==> src/rtl/spi_reg_cmd_ctrl.sv <==
// spi_reg_cmd_ctrl: turns SPI frames into 16-bit register read/write bus commands.
// The optional bus timeout is enabled by defining SPI_CMD_TIMEOUT_EN.
module spi_reg_cmd_ctrl #(
    parameter int          TIMEOUT_CYCLES = 255,
    parameter logic [15:0] ERR_WORD       = 16'hDEAD
) (
    input  logic        i_Clk,
    input  logic        i_Rst_L,
    input  logic        i_SPI_CS_n,
    input  logic        i_RX_DV,
    input  logic [7:0]  i_RX_Byte,
    output logic        o_TX_DV,
    output logic [15:0] o_TX_Byte,
    output logic        o_Req,
    output logic        o_Req_WE,
    output logic [6:0]  o_Addr,
    output logic [15:0] o_WData,
    input  logic        i_Ack,
    input  logic [15:0] i_RData,
    input  logic        i_Err_Clr,
    output logic        o_Busy,
    output logic        o_Frame_Err,
    output logic        o_Timeout_Err
);

    typedef enum logic [2:0] {IDLE, DATA_HI, DATA_LO, WR_REQ, RD_REQ, TX_LOAD, DONE} state_t;

    state_t state, s1, state_n;
    logic   cs_meta, cs_sync, cs_d;
    logic   frame_end, ended, ended_n, ferr_set, expire;

    assign frame_end = cs_sync & ~cs_d;
    assign o_Req     = (state == WR_REQ) || (state == RD_REQ);
    assign o_Req_WE  = state == WR_REQ;
    assign o_TX_DV   = state == TX_LOAD;
    assign o_Busy    = state != IDLE;

    // Synchronise the raw chip select and keep one extra stage for edge detection
    always_ff @(posedge i_Clk or negedge i_Rst_L) begin
        if (!i_Rst_L) begin
            cs_meta <= 1'b1;
            cs_sync <= 1'b1;
            cs_d    <= 1'b1;
        end else begin
            cs_meta <= i_SPI_CS_n;
            cs_sync <= cs_meta;
            cs_d    <= cs_sync;
        end
    end

    // State register plus the flag remembering a frame end during a bus access
    always_ff @(posedge i_Clk or negedge i_Rst_L) begin
        if (!i_Rst_L) begin
            state <= IDLE;
            ended <= 1'b0;
        end else begin
            state <= state_n;
            ended <= ended_n;
        end
    end

    // Byte decode first, then the frame end is applied to the resulting state
    always_comb begin
        s1 = state;
        case (state)
            IDLE:    s1 = !i_RX_DV ? IDLE : i_RX_Byte[7] ? RD_REQ : DATA_HI;
            DATA_HI: s1 = i_RX_DV ? DATA_LO : DATA_HI;
            DATA_LO: s1 = i_RX_DV ? WR_REQ : DATA_LO;
            WR_REQ:  s1 = (i_Ack || expire) ? (ended ? IDLE : DONE) : WR_REQ;
            RD_REQ:  s1 = (i_Ack || expire) ? TX_LOAD : RD_REQ;
            TX_LOAD: s1 = ended ? IDLE : DONE;
            default: s1 = state;
        endcase
        state_n  = s1;
        ended_n  = ended;
        ferr_set = 1'b0;
        if (frame_end) begin
            if (s1 == DATA_HI || s1 == DATA_LO) begin
                state_n  = IDLE;
                ferr_set = 1'b1;
            end else if (s1 == DONE) begin
                state_n = IDLE;
            end else if (s1 != IDLE) begin
                ended_n = 1'b1;
            end
        end
        if (state_n == IDLE) ended_n = 1'b0;
    end

    // Command fields, write data and the response word
    always_ff @(posedge i_Clk or negedge i_Rst_L) begin
        if (!i_Rst_L) begin
            o_Addr    <= '0;
            o_WData   <= '0;
            o_TX_Byte <= '0;
        end else begin
            if (state == IDLE && i_RX_DV) o_Addr <= i_RX_Byte[6:0];
            if (state == DATA_HI && i_RX_DV) o_WData[15:8] <= i_RX_Byte;
            if (state == DATA_LO && i_RX_DV) o_WData[7:0] <= i_RX_Byte;
            if (state == RD_REQ && (i_Ack || expire)) o_TX_Byte <= i_Ack ? i_RData : ERR_WORD;
        end
    end

    // Sticky frame error; a new error wins over a clear in the same cycle
    always_ff @(posedge i_Clk or negedge i_Rst_L) begin
        if (!i_Rst_L) o_Frame_Err <= 1'b0;
        else          o_Frame_Err <= ferr_set ? 1'b1 : i_Err_Clr ? 1'b0 : o_Frame_Err;
    end

`ifdef SPI_CMD_TIMEOUT_EN
    localparam logic [15:0] TO_LAST = 16'(TIMEOUT_CYCLES - 1);

    logic [15:0] to_cnt;
    logic        to_set;

    assign expire = o_Req && (to_cnt == TO_LAST);
    assign to_set = expire && !i_Ack;

    // Count cycles spent waiting in a request state; restart on every new request
    always_ff @(posedge i_Clk or negedge i_Rst_L) begin
        if (!i_Rst_L) to_cnt <= '0;
        else          to_cnt <= (o_Req && state_n == state) ? to_cnt + 16'd1 : '0;
    end

    // Sticky timeout error; an ack in the expiry cycle counts as success
    always_ff @(posedge i_Clk or negedge i_Rst_L) begin
        if (!i_Rst_L) o_Timeout_Err <= 1'b0;
        else          o_Timeout_Err <= to_set ? 1'b1 : i_Err_Clr ? 1'b0 : o_Timeout_Err;
    end
`else
    assign expire        = 1'b0;
    assign o_Timeout_Err = 1'b0;
`endif

endmodule

==> config.mk <==
export PLATFORM = sky130hd
export DESIGN_NAME = spi_reg_cmd_ctrl
export DESIGN_NICKNAME = d
export VERILOG_FILES = /design/src/rtl/spi_reg_cmd_ctrl.sv
export SDC_FILE = /design/constraint.sdc
export NUM_CORES = 1
export LEC_CHECK = 0
export CAP_MARGIN = 15
export CORE_ASPECT_RATIO = 0.5
export CORE_MARGIN = 5
export CORE_UTILIZATION = 30
export DETAILED_ROUTE_END_ITERATION = 6
export GPL_TIMING_DRIVEN = 0
export HOLD_SLACK_MARGIN = 0.12
export SLEW_MARGIN = 10
export SYNTH_ARGS = -nofsm -noshare
export SYNTH_HDL_FRONTEND = slang
export SYNTH_SLANG_ARGS = --single-unit
==> constraint.sdc <==
create_clock -name i_Clk -period 2.8 [get_ports i_Clk]
set_input_delay 0.28 -clock i_Clk [delete_from_list [all_inputs] [get_ports i_Clk]]
set_output_delay 0.28 -clock i_Clk [all_outputs]
set_load 0.03 [all_outputs]
==> results by group, run 1 <==
Setup path
  • Worst setup EP type: output pin
  • Maximum single-stage delay on the critical path: between 0.5 and 0.6 ns
  • Crit Path Max Fanout: 10
  • Cell breakdown of the critical path: buf_2 > inv_1 > and2_1 > a21o_1 > clkdlybuf4s50_1
  • Crit path launch: state[2]
  • CP Data Arrival Time: around 1.9 ns
  • Crit path required time: around 2.5 ns
  • Worst Path Class, Setup: reg2out
  • Critical-path top delay cell: clkdlybuf4s50_1
  • Sort of element at the start of the critical path: register
  • Launch point of the worst reg-to-reg path: state[1]
  • CP Buf/Inv Count: 3
  • Largest delay share family, worst path: buffers and inverters

Synth
  • Area share of and/or/nand/nor cells after synthesis: 0.0791
  • Distinct cells, synth: 36
  • Share of async-settable or async-resettable flops after synthesis: 1.00
  • Register bit count reported by yosys: 47
  • Mean Syn Cell Area: approximately 15 µm²
  • Predominant post-synthesis flop cell: dfrtp_1
  • Gate Count Post-Synth: roughly 140
  • Fraction of the mapped netlist area in adder cells: 0
  • Post-synth EDFFs: 0
  • Dominant combinational cell family by area after synthesis: multiplexers
  • Count of yosys warnings during synthesis: 0
  • Mux share of post-synthesis cell area: 0.219
  • Compound-Gate Fraction of Synth Area: 0.0685
  • Post-Synthesis Net Count: between 150 and 200
  • Post-synthesis sequential area ratio: 0.588
  • Post-synthesis xor/xnor area fraction: 0.00436
  • Cell area after synthesis: 0.00201 mm²

Status
  • Run status: completed

Final layout
  • Diodes inserted: 0
  • Fraction of final layout cells with drive strength greater than 1: 0.178
  • Summed area of non-filler cells in the final layout: between 0.003 and 0.004 mm²
  • Final net count: approximately 250
  • Share of the core filled with cells in the final layout: 0.462
  • Number of fillers in the final layout: 604
  • Area of the multi-input gates: ~750 µm²
  • Relative area change from synthesis to final layout: 51.8%
  • Register cell area after layout: 0.00118 mm²
  • Final instance count without filler cells: around 310

Placement
  • Number of buffers added on ports: 73
  • Final GP Congestion: about 0.79
  • Detailed placer's ending HPWL: 3.58 mm
  • Post-Place Cell Area: approximately 0.0029 mm²
  • Inst Count DP: just over 300

Global routing
  • Busiest layer in global routing: met2
  • Met2 Use GR: 0.215
  • Vias in the first global route: ~1,500
  • Global-route wire length before repair: about 7.3 mm
  • Largest net degree at the start of global routing: 34
  • Number of antenna violations at the first check in global routing: 0
  • Total grt overflow: 0
  • Grt met3 use: 0.0296
  • Total routing usage reported by global routing: 0.109
  • GR Layer Usage met1: 0.119

Detailed routing
  • DR pass1 iterations: 4
  • Post-detailed-routing wire length: between 4 and 5 mm
  • Via count of the routed design: about 1,300
  • Number of remaining DRC errors: 0
  • Routed WL per cell: approximately 15 µm
  • 1st-iter DRT viols: 31
  • Post-detailed-route count of antenna-violating nets: 0
  • Vias per cell: approximately 4.3

STA
  • Worst Skew: about 0.0035 ns
  • Endpoints failing setup: 0
  • Count of final hold-check violations: 0
  • Unrepaired setup endpoints after global routing: false
  • Number of pins with negative max-slew slack in the final report: 0
  • Upper clock frequency limit: between 0.4 and 0.5 GHz
  • Fin Setup TNS: 0 ns
  • Slew Limit Headroom: 0.566
  • Part of the cycle the worst path needs: 0.787
  • Least-Margin Pin Slew: between 0.6 and 0.7 ns
  • Period minus WS final: around 2.2 ns

Min path
  • Type of the tightest min-delay check: reg2reg
  • Startpoint of the most critical hold path: cs_meta

Clocking
  • Clk Latency, worst-skew pair: around 0.28 ns
  • Clock Sinks: 47
  • Total of cells resized after clock tree synthesis: 0
  • Clock Tree Root: clkbuf_16
  • Clock H-tree levels: 2
  • Hold bufs inserted after CTS: 1
  • Clock tree from TritonCTS: built
  • Number of buffers inserted during clock tree synthesis: 5
  • CTS clk-pin slew, worst paths: 0.06 ns
  • Buffers inserted by post-CTS timing repair: 0
  • Maximum buffer depth of the clock tree: 2

Die
  • Placeable core region: 0.00660 mm²
  • DIE WIDTH: 126 µm
  • Die ar.: around 0.0085 mm²
  • Number of top-level design ports: between 70 and 80
  • Y dimension of the die: between 60 and 70 µm
  • Initial cell density of the core: 0.304
  • Standard-cell rows: 21

Flow run
  • Maximum Capacitance Violations: 0

Power and ir drop
  • Static Leak: approximately 1.3 nW
  • Worst VDD drop: 0.444 mV
  • Power consumption: between 3 and 4 mW
  • Total power per unit cell area: about 1300 mW/mm²
[cell families after synthesis]
| logic type | count (synthesis) |
|---|---|
| simple gates | 23 |
| mux | 39 |
| xor+xnor | 1 |
| other cells | 1 |
| compound gates | 14 |
| flops | 47 |
| buf+inv | 11 |
[sequential cells by signal, indices dropped and copies added (netlist names)]
| signal | flops |
|---|---|
| ended | 1 |
| state | 3 |
| cs_sync | 1 |
| o_WData | 16 |
| cs_d | 1 |
| o_Frame_Err | 1 |
| cs_meta | 1 |
| o_Addr | 7 |
| o_TX_Byte | 16 |
[path summary, 6_finish.rpt]
path / to / slack (ns) / depth (start not counted)
worst max-delay path: o_Req / 0.60 / 5
worst min register to register: cs_sync / 0.36 / 0
worst min-delay path: cs_sync / 0.36 / 0
min in group asynchronous: state[0] / 0.47 / 2
worst max register to register: o_TX_Byte[9] / 1.05 / 6
max in group asynchronous: cs_meta / 1.76 / 3
[final cells by class]
| class | count | share of cell area |
|---|---|---|
| plain buffers | 7 | 0.0213 |
| clock buffers | 5 | 0.0411 |
| clock inverters | 3 | 0.0144 |
| inverters | 4 | 0.00493 |
| multi-input cells | 78 | 0.245 |
| flip-flops and latches | 47 | 0.387 |
| well taps | 92 | 0.0378 |
| repair buffers | 75 | 0.248 |
[power by group]
group | switching [mW] | internal (mW) | total, mW | leakage, nW
sequential | 0.169 | 1.01 | 1.17 | 0.559
clock | 0.246 | 0.421 | 0.667 | 0.0838
combinational | 1.15 | 0.955 | 2.11 | 0.631
total | 1.57 | 2.38 | 3.95 | 1.27
[routing by layer]
metal	up-vias	wire [µm]
met4	0	27
met5	-	0
met2	22	2510
met1	691	1940
met3	2	152
li1	633	-
[cell usage after synthesis (2+ instances only)]
master	number	area [µm²]
nor3_2	2	20.0
mux2_1	28	315
dfstp_2	3	78.8
nand2_1	2	7.51
nand2b_1	2	12.5
o21ai_1	2	10.0
mux2_2	11	124
dfrtp_1	44	1100
buf_4	2	15.0
buf_6	4	45.0
and2_1	2	12.5
nor2_1	7	26.3
inv_1	4	15.0
[stage by stage]
step           hold WS [ns]  setup slack, ns
6_report              0.356            0.597
2_1_floorplan       -0.0156             1.20
3_3_place_gp          0.347            0.145
5_1_grt               0.358            0.487
4_1_cts               0.357            0.561
3_5_place_dp          0.223            0.743
[cell usage in the layout, fill, tap and decap left out, types with 2 or more instances in the layout]
master	Yosys	routed
clkdlybuf4s50_1	0	72
dfrtp_1	44	44
mux2_1	28	28
mux2_2	11	11
nor2_1	7	7
clkbuf_16	0	5
inv_1	4	4
buf_6	4	4
dfstp_2	3	3
buf_2	1	2
nand2b_1	2	2
and2_1	2	2
o21ai_1	2	2
nor3_2	2	2
nand2_1	2	2
buf_4	2	2
Note: power is estimated with default switching activity, not from simulation.
==> inputs of run 2 (changes only) <==
==> constraint.sdc (replaced) <==
create_clock -name i_Clk -period 2.04 [get_ports i_Clk]
set_input_delay 0.204 -clock i_Clk [delete_from_list [all_inputs] [get_ports i_Clk]]
set_output_delay 0.204 -clock i_Clk [all_outputs]
set_load 0.03 [all_outputs]
==> results by group, run 2 (same netlist as run 1, synthesis figures left out) <==
Status
  • Run status: completed

Flow run
  • Maximum Capacitance Violations: 0 (unchanged)

Setup path
  • Register-to-Register Path Depth: 6 (unchanged)
  • Flop2flop setup slack: 0.29 ns (-0.76 ns)
  • Crit Path Max Fanout: 10 (unchanged)
  • Crit path required time: 1.84 ns (-0.68 ns)
  • End of the worst register-to-register path: o_TX_Byte[9]
  • Launch point of the worst reg-to-reg path: state[1]
  • Sort of element at the start of the critical path: register
  • Worst setup EP type: output pin
  • Crit path launch: state[2]
  • CP Data Arrival Time: 1.71 ns (-0.21 ns)
  • Worst Path Class, Setup: reg2out

Placement
  • Detailed placer's ending HPWL: 3.58 mm (unchanged)
  • Number of buffers added on ports: 73 (unchanged)
  • Placement Setup Slack: 0.0594 ns (-0.684 ns)
  • Final GP Congestion: 0.789 (unchanged)

Final layout
  • Leading cell types in the layout, fill and taps excluded: clkdlybuf4s50_1, dfrtp_1, mux2_1
  • Number of fillers in the final layout: 604 (unchanged)
  • Commonest non-fill, non-tap cell in the layout: clkdlybuf4s50_1
  • Share of the core filled with cells in the final layout: 0.463 (about the same)
  • Registers with the most flip-flops: o_TX_Byte (16), o_WData (16), o_Addr (7)
  • Diodes inserted: 0 (unchanged)
  • Relative area change from synthesis to final layout: 51.9% (about the same)
  • Fraction of final layout cells with drive strength greater than 1: 0.178 (unchanged)
  • Final net count: 248 (unchanged)

Die
  • Placeable core region: 0.00660 mm² (unchanged)
  • Standard-cell rows: 21 (unchanged)
  • Number of top-level design ports: 75 (unchanged)
  • DIE WIDTH: 126 µm (unchanged)
  • Y dimension of the die: 67.9 µm (unchanged)
  • Die ar.: 0.00853 mm² (unchanged)
  • Initial cell density of the core: 0.304 (unchanged)

STA
  • Least-Margin Pin Slew: 0.648 ns (-0.0000271 ns)
  • Unrepaired setup endpoints after global routing: false
  • Slew Limit Headroom: 0.566 (about the same)
  • Endpoints failing setup: 0 (unchanged)
  • Number of pins with negative max-slew slack in the final report: 0 (unchanged)
  • Period minus WS final: between 1.5 and 2 ns
  • Worst Skew: 0.00345 ns (-0.0000555 ns)
  • Count of final hold-check violations: 0 (unchanged)
  • Part of the cycle the worst path needs: 0.941
  • Final worst setup slack: 0.121 ns (-0.476 ns)
  • Upper clock frequency limit: about 0.52 GHz
  • Fin Setup TNS: 0 ns (unchanged)

Detailed routing
  • Number of remaining DRC errors: 0 (unchanged)
  • Routed WL per cell: 14.9 µm (about the same)
  • 1st-iter DRT viols: 33 (+6.5%)
  • DR pass1 iterations: 4 (unchanged)
  • Post-detailed-routing wire length: 4.64 mm (about the same)
  • Via count of the routed design: 1,346 (-0.15%)
  • Post-detailed-route count of antenna-violating nets: 0 (unchanged)
  • Vias per cell: 4.33 (-0.15%)

Global routing
  • Vias in the first global route: 1,491 (unchanged)
  • Total grt overflow: 0 (unchanged)
  • Total routing usage reported by global routing: 0.109 (unchanged)
  • Global-route wire length before repair: 7.35 mm (unchanged)
  • Number of antenna violations at the first check in global routing: 0 (unchanged)
  • Largest net degree at the start of global routing: 34 (unchanged)

Clocking
  • Clock H-tree levels: 2 (unchanged)
  • Clock tree from TritonCTS: built
  • CTS clk-pin slew, worst paths: 0.06 ns (about the same)
  • Clk Latency, worst-skew pair: 0.28 ns (about the same)
  • Clock Sinks: 47 (unchanged)
  • Maximum buffer depth of the clock tree: 2 (unchanged)
  • Clock Tree Root: clkbuf_16
  • Number of buffers inserted during clock tree synthesis: 5 (unchanged)
  • Buffers inserted by post-CTS timing repair: 0 (unchanged)

Min path
  • End point of the worst hold path: cs_meta
  • Worst hold path stage count: 1 (+1)
  • Startpoint of the most critical hold path: i_SPI_CS_n
  • Type of the tightest min-delay check: in2reg

Power and ir drop
  • Combinational power share: 0.533 (about the same)
  • Psw: 2.15 mW (+37%)
  • Total power per unit cell area: 1770 mW/mm² (+37%)
  • Worst VDD drop: 0.609 mV (+37%)
  • Part of the total power dissipated in sequential elements: 0.298 (about the same)
  • Clk pwr share: 0.169 (about the same)
  • Internal power component: 3.26 mW (+37%)
  • Net switching fraction of the power: 0.398 (+0.000743)
  • Static Leak: 1.29 nW (+1.6%)
run 2: cell count changes in the layout (fill, tap and decap cells not counted):
cell             before  now
buf_2                 2    1
clkdlybuf4s50_1      72   69
dlygate4sd2_1         0    2
buf_4                 2    3
dlymetal6s2s_1        0    1
run 2: metrics by stage:
step	hold WS (ns)	cells	power, mW	cell area [µm²]
final	0.335	311	5.41	3050
after global routing	0.333	311	5.68	3050
after CTS	0.330	311	5.49	3050
after detailed placement	0.147	302	4.56	2870
after global placement	0.347	301	4.49	2850
after floorplan	-0.0916	136	3.37	2010
run 2: power groups by stage:
stage | sequential [mW] | combinational (mW) | clock [mW]
global placement | 1.61 | 2.88 | 0
finish | 1.61 | 2.88 | 0.915
CTS | 1.62 | 2.93 | 0.939
detailed placement | 1.64 | 2.92 | 0
floorplan | 2.40 | 0.970 | 0
global route | 1.67 | 3.04 | 0.969
run 2: area by class of cell:
class / count / area (µm²) / share of cell area
sequential: 47 / 1180 / 0.387
timing repair buffer: 75 / 756 / 0.248
multi-input combinational: 78 / 748 / 0.245
clock buffer: 5 / 125 / 0.0410
tap: 92 / 115 / 0.0377
buffer: 7 / 67.6 / 0.0221
clock inverter: 3 / 43.8 / 0.0144
inverter: 4 / 15.0 / 0.00492
run 2: critical path, stage by stage, from the launching register on:
cell and delay, ns:
dfrtp_1 0.37, buf_4 0.22, inv_1 0.07, nor2_1 0.10, clkdlybuf4s50_1 0.67
run 2: per-layer routing:
| layer | up-vias | global-route usage | wire length [µm] |
|---|---|---|---|
| li1 | 633 | - | - |
| met5 | - | 0 | 0 |
| met4 | 0 | 0.0324 | 27 |
| met3 | 2 | 0.0296 | 160 |
| met1 | 689 | 0.119 | 1930 |
| met2 | 22 | 0.215 | 2520 |
run 2: timing repair:
action                                  4_1_cts  5_1_grt
hold buffers                                  1        0
gates cloned                                  0        0
gates resized for setup                       3        1
hold endpoints to repair                     14        0
endpoints found under the setup margin        2        1
run 2: worst max path at each step:
stage | endpoint | slack [ns] | cells after the start
2_1_floorplan | o_TX_Byte[10] | 0.44 | 6
3_3_place_gp | o_TX_Byte[11] | -0.54 | 1
3_5_place_dp | o_Addr[5] | 0.06 | 4
4_1_cts | o_Req_WE | 0.01 | 4
5_1_grt | o_TX_DV | 0.03 | 4
6_report | o_TX_DV | 0.12 | 4
==> inputs of run 3 (changes only) <==
--- a/config.mk
+++ b/config.mk
@@ -10,8 +10,9 @@
 export CORE_MARGIN = 5
 export CORE_UTILIZATION = 30
 export DETAILED_ROUTE_END_ITERATION = 6
+export GPL_ROUTABILITY_DRIVEN = 1
 export GPL_TIMING_DRIVEN = 0
-export HOLD_SLACK_MARGIN = 0.12
+export HOLD_SLACK_MARGIN = 0.1
 export SLEW_MARGIN = 10
 export SYNTH_ARGS = -nofsm -noshare
 export SYNTH_HDL_FRONTEND = slang
==> results of run 3 <==
Final layout, timing and power as in run 2 (identical DEF).
